===== src/rtl/spi_responder.sv =====
// SPI mode-0 slave emulating a 64 x 8 accelerometer register map.
// Handles 3-byte command frames (read 0x0B / write 0x0A) with burst auto-increment.
module spi_responder (
    input  logic       clk,
    input  logic       reset,
    input  logic       CS,
    input  logic       SCLK,
    input  logic       MOSI,
    output logic       MISO,
    input  logic [7:0] x_data,
    input  logic [7:0] y_data,
    input  logic [7:0] z_data,
    output logic       wr_strobe,
    output logic [5:0] wr_addr,
    output logic [7:0] wr_data,
    output logic       active
);

    localparam logic [7:0] CMD_WRITE = 8'h0A;
    localparam logic [7:0] CMD_READ  = 8'h0B;

    typedef enum logic [2:0] {
        ST_IDLE,
        ST_CMD,
        ST_ADDR,
        ST_DATA,
        ST_IGNORE
    } state_t;

    state_t      state_reg, state_next;

    // [0],[1] are the synchronizer flops, [2] holds the previous synchronized value.
    // CS resets low so a CS already low at release cannot produce a falling edge.
    logic [2:0]  cs_pipe_reg;
    logic [2:0]  sclk_pipe_reg;
    logic [1:0]  mosi_pipe_reg;

    logic [7:0]  rx_shift_reg;
    logic [2:0]  bitcnt_reg;
    logic [5:0]  addr_reg;
    logic        is_write_reg;
    logic [7:0]  tx_shift_reg;
    logic        skip_fall_reg;
    logic        miso_reg;
    logic        wr_strobe_reg;
    logic [5:0]  wr_addr_reg;
    logic [7:0]  wr_data_reg;
    logic [7:0]  rw_mem_reg [0:47];

    logic        cs_fall, cs_rise, sclk_rise, sclk_fall, mosi_bit;
    logic [7:0]  rx_byte;
    logic        byte_done;
    logic        mem_we;
    logic [5:0]  load_addr;
    logic [5:0]  rd_idx;
    logic [5:0]  wr_idx;
    logic [7:0]  load_data;

    assign cs_fall   = cs_pipe_reg[2] & ~cs_pipe_reg[1];
    assign cs_rise   = ~cs_pipe_reg[2] & cs_pipe_reg[1];
    assign sclk_rise = ~sclk_pipe_reg[2] & sclk_pipe_reg[1];
    assign sclk_fall = sclk_pipe_reg[2] & ~sclk_pipe_reg[1];
    assign mosi_bit  = mosi_pipe_reg[1];

    always_ff @(posedge clk or negedge reset) begin
        if (!reset) begin
            cs_pipe_reg   <= 3'b000;
            sclk_pipe_reg <= 3'b000;
            mosi_pipe_reg <= 2'b00;
        end else begin
            cs_pipe_reg   <= {cs_pipe_reg[1:0], CS};
            sclk_pipe_reg <= {sclk_pipe_reg[1:0], SCLK};
            mosi_pipe_reg <= {mosi_pipe_reg[0], MOSI};
        end
    end

    always_ff @(posedge clk or negedge reset) begin
        if (!reset) begin
            state_reg <= ST_IDLE;
        end else begin
            state_reg <= state_next;
        end
    end

    always_comb begin
        state_next = state_reg;
        rx_byte    = {rx_shift_reg[6:0], mosi_bit};
        byte_done  = (state_reg != ST_IDLE) && sclk_rise && (bitcnt_reg == 3'd7);
        mem_we     = (state_reg == ST_DATA) && is_write_reg && byte_done &&
                     (addr_reg >= 6'h10) && !cs_rise;
        case (state_reg)
            ST_IDLE: begin
                if (cs_fall) begin
                    state_next = ST_CMD;
                end
            end
            ST_CMD: begin
                if (byte_done) begin
                    if (rx_byte == CMD_READ || rx_byte == CMD_WRITE) begin
                        state_next = ST_ADDR;
                    end else begin
                        state_next = ST_IGNORE;
                    end
                end
            end
            ST_ADDR: begin
                if (byte_done) begin
                    state_next = ST_DATA;
                end
            end
            default: state_next = state_reg;
        endcase
        if (cs_rise) begin
            state_next = ST_IDLE;
        end
    end

    // Byte to load into the TX shifter: the freshly received address, or the next burst address.
    always_comb begin
        load_addr = (state_reg == ST_ADDR) ? rx_byte[5:0] : addr_reg + 6'd1;
        rd_idx    = load_addr - 6'd16;
        wr_idx    = addr_reg - 6'd16;
        case (load_addr)
            6'h00:   load_data = 8'hAD;
            6'h01:   load_data = 8'h1D;
            6'h02:   load_data = 8'hF2;
            6'h08:   load_data = x_data;
            6'h09:   load_data = y_data;
            6'h0A:   load_data = z_data;
            default: load_data = (load_addr >= 6'h10) ? rw_mem_reg[rd_idx] : 8'h00;
        endcase
    end

    always_ff @(posedge clk or negedge reset) begin
        if (!reset) begin
            rx_shift_reg  <= 8'h00;
            bitcnt_reg    <= 3'd0;
            addr_reg      <= 6'd0;
            is_write_reg  <= 1'b0;
            tx_shift_reg  <= 8'h00;
            skip_fall_reg <= 1'b0;
            miso_reg      <= 1'b0;
            wr_strobe_reg <= 1'b0;
            wr_addr_reg   <= 6'd0;
            wr_data_reg   <= 8'h00;
        end else begin
            wr_strobe_reg <= 1'b0;
            if (cs_rise || state_reg == ST_IDLE) begin
                rx_shift_reg  <= 8'h00;
                bitcnt_reg    <= 3'd0;
                skip_fall_reg <= 1'b0;
                miso_reg      <= 1'b0;
            end else begin
                if (sclk_rise) begin
                    rx_shift_reg <= rx_byte;
                    bitcnt_reg   <= bitcnt_reg + 3'd1;
                end
                case (state_reg)
                    ST_CMD: begin
                        if (byte_done) begin
                            is_write_reg <= (rx_byte == CMD_WRITE);
                        end
                    end
                    ST_ADDR: begin
                        if (byte_done) begin
                            addr_reg <= rx_byte[5:0];
                            if (!is_write_reg) begin
                                tx_shift_reg  <= load_data;
                                miso_reg      <= load_data[7];
                                skip_fall_reg <= 1'b1;
                            end
                        end
                    end
                    ST_DATA: begin
                        if (is_write_reg) begin
                            if (byte_done) begin
                                if (mem_we) begin
                                    wr_strobe_reg <= 1'b1;
                                    wr_addr_reg   <= addr_reg;
                                    wr_data_reg   <= rx_byte;
                                end
                                addr_reg <= addr_reg + 6'd1;
                            end
                        end else if (byte_done) begin
                            addr_reg      <= addr_reg + 6'd1;
                            tx_shift_reg  <= load_data;
                            miso_reg      <= load_data[7];
                            skip_fall_reg <= 1'b1;
                        end else if (sclk_fall) begin
                            // The falling edge right after a load must keep the MSB on the wire.
                            if (skip_fall_reg) begin
                                skip_fall_reg <= 1'b0;
                            end else begin
                                tx_shift_reg <= {tx_shift_reg[6:0], 1'b0};
                                miso_reg     <= tx_shift_reg[6];
                            end
                        end
                    end
                    default: ;
                endcase
            end
        end
    end

    always_ff @(posedge clk or negedge reset) begin
        if (!reset) begin
            for (int i = 0; i < 48; i++) begin
                rw_mem_reg[i] <= 8'h00;
            end
        end else if (mem_we) begin
            rw_mem_reg[wr_idx] <= rx_byte;
        end
    end

    assign MISO      = miso_reg;
    assign wr_strobe = wr_strobe_reg;
    assign wr_addr   = wr_addr_reg;
    assign wr_data   = wr_data_reg;
    assign active    = (state_reg != ST_IDLE);

endmodule


===== config.mk =====
export PLATFORM = sky130hd
export DESIGN_NAME = spi_responder
export DESIGN_NICKNAME = d
export VERILOG_FILES = /design/src/rtl/spi_responder.sv
export SDC_FILE = /design/constraint.sdc
export NUM_CORES = 1
export LEC_CHECK = 0
export BUFFER_PORTS_ARGS = -buffer_cell sky130_fd_sc_hd__buf_2
export CORE_UTILIZATION = 53
export CTS_CLUSTER_DIAMETER = 150
export DETAILED_ROUTE_END_ITERATION = 12
export GPL_TIMING_DRIVEN = 0
export HOLD_SLACK_MARGIN = 0.05
export PLACE_DENSITY = 0.81
export SLEW_MARGIN = 20
export SYNTH_ARGS = -nofsm -noshare
export SYNTH_HDL_FRONTEND = slang
export SYNTH_SLANG_ARGS = --single-unit

===== constraint.sdc =====
create_clock -name clk -period 4.8 [get_ports clk]
set_input_delay 1.44 -clock clk [delete_from_list [all_inputs] [get_ports clk]]
set_output_delay 1.44 -clock clk [all_outputs]
set_load 0.02 [all_outputs]

==> run_results.csv, run 1 <==
group,metric,value,unit
clock_network,cts_buffer_depth,3,
route,avgViaCountPerCell,6.82,
setup_path,regToRegSetupSlack,0.02,ns
layout,layout_commonest_cell,"dfrtp_1",
layout,nets,2023,
layout,final_cell_mix,"436 x dfrtp_1, 406 x nand2_1, 356 x mux2_2, 117 x nand3_1, 86 x buf_2",
sta,drv_slew,0,
pwr,clock_power_share,48.1,%
floorplan,die_w,201,um
sta,fmax,0.209,GHz
synthesis,ys_seq_elements,436,
layout,largest_reg_flops,384,
sta,fin_hold_ws,0.352,ns
setup_path,rr_worst_depth,10,
synthesis,syn-cell-area,0.0211,sq mm
setup_path,r2r_end,"tx_shift_reg[5]",
global_route,antenna_found_initial,2,
synthesis,ys_async_sr_fraction,100,%
synthesis,ys.flop_type,"dfrtp_1",
setup_path,slowest_stage,"buf_1",
setup_path,endpoint_kind,"flop",
clock_network,path_clk_slew,0.06,ns
clock_network,post-cts-setup-buffers,0,
pwr,irDropWorstVdd,294,uV
setup_path,cp.required,5.23,ns
setup_path,cpPeakStageDelay,0.84,ns
clock_network,ctsResizeCount,0,
placed_design,detailed_place_hpwl,56.8,mm
synthesis,yosysWarnings,0,
sta,relSlewSlack,12.4,%
floorplan,ios,46,
clock_network,htree_levels,2,
synthesis,synthCells,1891,
layout,area_growth,12.2,%
layout,design_area,0.0236,sq mm
placed_design,dp_slack,0.414,ns
sta,hold_viol,0,
pwr,p_switching,1.83,mW
sta,worst_pin_slew,1.31,ns
route,drtAntennaViolNets,0,
pwr,p_int,5.93,mW
synthesis,synth_cell_type_count,77,
global_route,grt_pass1_wl,119,mm
floorplan,dieArea,0.0405,sq mm
floorplan,placementRows,72,
clock_network,clkLatencyLatePin,0.62,ns
synthesis,synth_top_area_share,51.8,%
route,drtIter0Drc,2490,
synthesis,synth_edf_count,0,
route,drc,0,
pwr,netSwitchingFraction,23.6,%
sta,layout_setup_ws,0.0226,ns
placed_design,io_buffers,45,
clock_network,cts_tree,"done",
route,routedWlPerCell,32.8,um
flow_run,drv_cap,0,
pwr,powerDensity,329,mW/mm^2
clock_network,postCtsHoldBufs,0,
sta,setup_violations,0,
setup_path,worst-path-max-fanout,10,
pwr,seqPwrFrac,47.7,%
placed_design,gp_congestion,1.03,
setup_path,path_class,"reg -> reg",
synthesis,yosysTopAreaCell,"dfrtp_1",
route,vias,17400,
global_route,grt_usage,41.7,%
floorplan,core,0.0389,sq mm
pwr,pwr-share-comb,4.2,%
layout,drive_gt1_share,30.4,%
global_route,grt.overflow.total,0,
sta,rsz0062_at_grt,"no",
clock_network,cts_root_buf,"clkbuf_16",
setup_path,critPathMostFrequentCell,"buf_2",
synthesis,syn_nets,1925,
status,outcome,"finished clean",
setup_path,endpoint,"tx_shift_reg[5]",
global_route,grt_max_degree,101,
setup_path,crit_path_start_kind,"flop",
setup_path,setup.worst_path.start,"state_reg[0]",
layout,nFillCells,3149,
global_route,grt_pass1_vias,17200,
route,wl,83.5,mm
min_path,hp-class,"reg -> reg",
sta,post-route-min-period,4.78,ns
pwr,power_leakage,11.1,nW
setup_path,worstReg2RegStart,"state_reg[0]",
route,drtPass1Iterations,6,
synthesis,synth_seq_area_share,51.8,%
synthesis,synth_area_leaders,"dfrtp_1 52%, mux2_2 19%, nand2_1 7.2%, nand3_1 2.8%, a21oi_1 1.7%",
setup_path,crit_chain,"buf_2 -> nor3b_4 -> mux2i_1 -> buf_2 -> buf_2 -> buf_1 -> nand3_1 -> nand4_1 -> a31oi_1 -> o31ai_1",
sta,skew,0.0214,ns
placed_design,placed_cell_area,0.0221,sq mm
clock_network,clock-sinks,436,
clock_network,cts_buffers,47,
setup_path,worstPathArrival,5.21,ns
floorplan,fp.dieH,201,um
sta,period_share,99.5,%
floorplan,initial_core_util,54.1,%
synthesis,synth_area_per_cell,11.1,sq um
==> power by group through the flow <==
stage          Sequential [mW]  Combinational, mW  Clock, mW
3_5_place_dp              3.77              0.320          0
2_1_floorplan             3.77              0.141          0
6_report                  3.70              0.329       3.73
4_1_cts                   3.70              0.321       3.72
5_1_grt                   3.70              0.353       3.89
3_3_place_gp              3.77              0.299          0
==> cells in the mapped netlist (4+ instances only) <==
cell type and instances:
nand4_1 14, nor2_4 4, buf_6 12, nand2_2 13, a2bb2oi_1 4, nor2_2 13, a221oi_1 5, nand2_1 406
nor2_1 36, nor4_1 6, buf_4 9, buf_1 9, a311oi_1 13, nand3_1 117, nor2_8 7, nor3_1 10
ha_1 5, dfrtp_1 436, and3_1 19, o21ai_0 45, buf_2 42, clkbuf_1 63, a32oi_1 15, mux4_2 13
a22oi_1 9, a31oi_1 18, a21oi_1 71, mux2_2 356, inv_1 8, o22ai_1 5, mux2i_1 26
==> critical path: cells and delay by family, from the launching register on <==
family | cells | cell delay, ns
simple gates | 3 | 0.91
buf+inv | 4 | 2.00
compound gates | 2 | 0.77
flops | 1 | 0.36
mux | 1 | 0.55
==> cell type report <==
type | count | area, sq um | share of cell area (%)
antenna | 2 | 5.00 | 0.0212
sequential | 436 | 10900 | 46.2
multi-input combinational | 1309 | 9430 | 39.9
buffer | 135 | 683 | 2.89
clock buffer | 77 | 1450 | 6.14
clock inverter | 9 | 115 | 0.487
tap | 518 | 648 | 2.74
inverter | 11 | 41.3 | 0.175
timing repair buffer | 49 | 345 | 1.46
==> stage by stage <==
step            TNS, ns  utilization [%]  total power, mW  std cells
3_3_place_gp   -2666.28             56.3             4.07       2454
3_5_place_dp          0             56.7             4.09       2458
5_1_grt               0             60.7             7.94       2544
4_1_cts               0             60.7             7.74       2544
2_1_floorplan         0                -             3.91       1891
6_report              0             60.7             7.77       2546
==> worst min path at each step <==
| stage | from | depth (start not counted) | to |
|---|---|---|---|
| final | cs_pipe_reg[0] | 0 | cs_pipe_reg[1] |
| after detailed placement | sclk_pipe_reg[0] | 0 | sclk_pipe_reg[1] |
| after CTS | mosi_pipe_reg[0] | 0 | mosi_pipe_reg[1] |
| after global routing | cs_pipe_reg[0] | 0 | cs_pipe_reg[1] |
| after global placement | sclk_pipe_reg[0] | 0 | sclk_pipe_reg[1] |
| after floorplan | cs_pipe_reg[0] | 0 | cs_pipe_reg[1] |
==> routing by layer <==
layer	track usage, %	wire length [um]	vias up
met2	59.0	34900	1370
met3	13.8	10700	396
li1	-	-	6886
met5	0	11	-
met4	29.8	6950	2
met1	53.8	30900	8706
==> logic make-up (layout without fill, tap and decap cells) <==
kind of cell	after synthesis	count (layout)	share of synthesized area, %
other cells	0	2	0
compound gates	221	221	6.84
flops	436	436	51.8
fa+ha+maj	5	5	0.297
mux	403	403	22.2
simple gates	674	674	15.1
xor+xnor	6	6	0.250
buf+inv	146	281	3.44
Note: power is estimated with default switching activity, not from simulation.
==> run 2, diff against run 1 <==
Settings changed: CORE_ASPECT_RATIO from default to 0.6.
==> run_results.csv, run 2 (synthesized netlist as in run 1, its figures left out) <==
group,metric,value,unit
pwr,pwr-share-comb,4.4,%
sta,relSlewSlack,12.8,%
sta,worst_pin_slew,1.30,ns
layout,drive_gt1_share,30.1,%
route,avgViaCountPerCell,6.83,
route,drtAntennaViolNets,0,
pwr,seqPwrFrac,50.3,%
global_route,grt.overflow.total,0,
pwr,p_switching,1.73,mW
layout,nets,2019,
layout,nFillCells,3136,
setup_path,worstPathArrival,4.92,ns
clock_network,cts_buffers,42,
setup_path,endpoint_kind,"flop",
sta,fin_hold_ws,0.354,ns
global_route,antenna_found_initial,4,
clock_network,ctsResizeCount,0,
layout,largest_reg_flops,384,
pwr,clock_power_share,45.4,%
layout,final_cell_mix,"436 x dfrtp_1, 406 x nand2_1, 356 x mux2_2, 117 x nand3_1, 86 x buf_2",
layout,utilization,59.8,%
flow_run,drv_cap,0,
setup_path,worst-path-max-fanout,10,
sta,fmax,0.224,GHz
sta,post-route-min-period,4.47,ns
pwr,irDropWorstVdd,241,uV
sta,skew,0.0225,ns
floorplan,die_w,259,um
setup_path,path_class,"reg -> reg",
route,wl,83.6,mm
pwr,p_int,5.63,mW
sta,rsz0062_at_grt,"no",
floorplan,initial_core_util,53.8,%
clock_network,postCtsHoldBufs,0,
global_route,grt_max_degree,100,
floorplan,core,0.0391,sq mm
global_route,grt_usage,41.7,%
clock_network,post-cts-setup-buffers,0,
route,drc,0,
route,vias,17300,
clock_network,clock-sinks,436,
clock_network,htree_levels,2,
global_route,grt_pass1_vias,16700,
pwr,netSwitchingFraction,23.5,%
status,outcome,"finished clean",
route,drtPass1Iterations,6,
sta,hold_viol,0,
clock_network,clkLatencyLatePin,0.57,ns
clock_network,cts_buffer_depth,3,
placed_design,detailed_place_hpwl,58.3,mm
route,routedWlPerCell,33.0,um
layout,layout_commonest_cell,"dfrtp_1",
clock_network,cts_tree,"done",
pwr,powerDensity,315,mW/mm^2
floorplan,ios,46,
clock_network,path_clk_slew,0.07,ns
sta,setup_violations,0,
setup_path,crit_path_start_kind,"flop",
layout,area_growth,11.2,%
min_path,hp-class,"reg -> reg",
setup_path,cp.required,5.25,ns
placed_design,io_buffers,45,
floorplan,dieArea,0.0405,sq mm
floorplan,fp.dieH,156,um
clock_network,cts_root_buf,"clkbuf_16",
pwr,power_leakage,11.0,nW
route,drtIter0Drc,2713,
global_route,grt_pass1_wl,119,mm
sta,period_share,93.1,%
placed_design,gp_congestion,1.04,
floorplan,placementRows,56,
sta,drv_slew,0,
## run 2: changes by cell type in the layout (fill, tap and decap cells not counted)
| cell | change |
|---|---|
| clkbuf_16 | -5 |
| clkinvlp_4 | -1 |
| clkinv_2 | +3 |
| diode_2 | -1 |
| clkinv_8 | -1 |
| buf_6 | +1 |
| nor2_2 | -1 |
| nor2_1 | +1 |
| clkbuf_8 | -6 |
| clkbuf_1 | -6 |
## run 2: critical path, stage by stage, from the launching register on
cell and delay, ns:
dfrtp_1 0.35, buf_2 0.17, nor3b_4 0.40, buf_6 0.21, mux2_4 0.42, nor2_1 1.00
a32oi_1 0.16, a211oi_1 0.99, a311oi_1 0.32, a31o_1 0.32
## run 2: cell type report
class,instances,area [sq um],area share [%]
multi-input combinational,1309,9430,40.3
inverter,11,41.3,0.176
tap,522,653,2.79
clock inverter,10,106,0.455
timing repair buffer,50,357,1.52
buffer,135,683,2.92
sequential,436,10900,46.6
antenna,1,2.50,0.0107
clock buffer,60,1220,5.21
## run 2: per-layer routing
metal  vias to the layer above  GRT usage, %  wire, um
met4                         2          17.5      4100
met1                      8756          57.2     33100
li1                       6877             -         -
met3                       289          20.8     14000
met2                      1393          55.1     32500
met5                         -             0        14
## run 2: path summary, 6_finish.rpt
check                                 start               end  slack (ns)  depth (start not counted)
max                            state_reg[0]   tx_shift_reg[4]        0.33                          9
min                        sclk_pipe_reg[0]  sclk_pipe_reg[1]        0.35                          0
max reg2reg                    state_reg[0]   tx_shift_reg[4]        0.33                          9
min reg2reg                sclk_pipe_reg[0]  sclk_pipe_reg[1]        0.35                          0
max in group asynchronous             reset   rw_mem_reg[281]        1.73                          5
min in group asynchronous             reset   rw_mem_reg[211]        0.78                          1
## run 2: stage by stage
stage | setup WS, ns | setup TNS [ns] | instances | instance area (sq um) | power [mW]
2_1_floorplan | 2.12 | 0 | 1891 | 21100 | 3.91
3_3_place_gp | -6.20 | -2662.63 | 2458 | 21900 | 4.06
3_5_place_dp | 0.674 | 0 | 2462 | 22100 | 4.08
4_1_cts | 0.661 | 0 | 2532 | 23400 | 7.33
5_1_grt | 0.393 | 0 | 2533 | 23400 | 7.51
6_report | 0.329 | 0 | 2534 | 23400 | 7.36
## run 2: power by group through the flow
stage	logic (mW)	registers (mW)	clock network, mW
3_5_place_dp	0.315	3.77	0
6_report	0.322	3.70	3.34
5_1_grt	0.348	3.70	3.46
3_3_place_gp	0.294	3.77	0
4_1_cts	0.316	3.70	3.32
2_1_floorplan	0.141	3.77	0
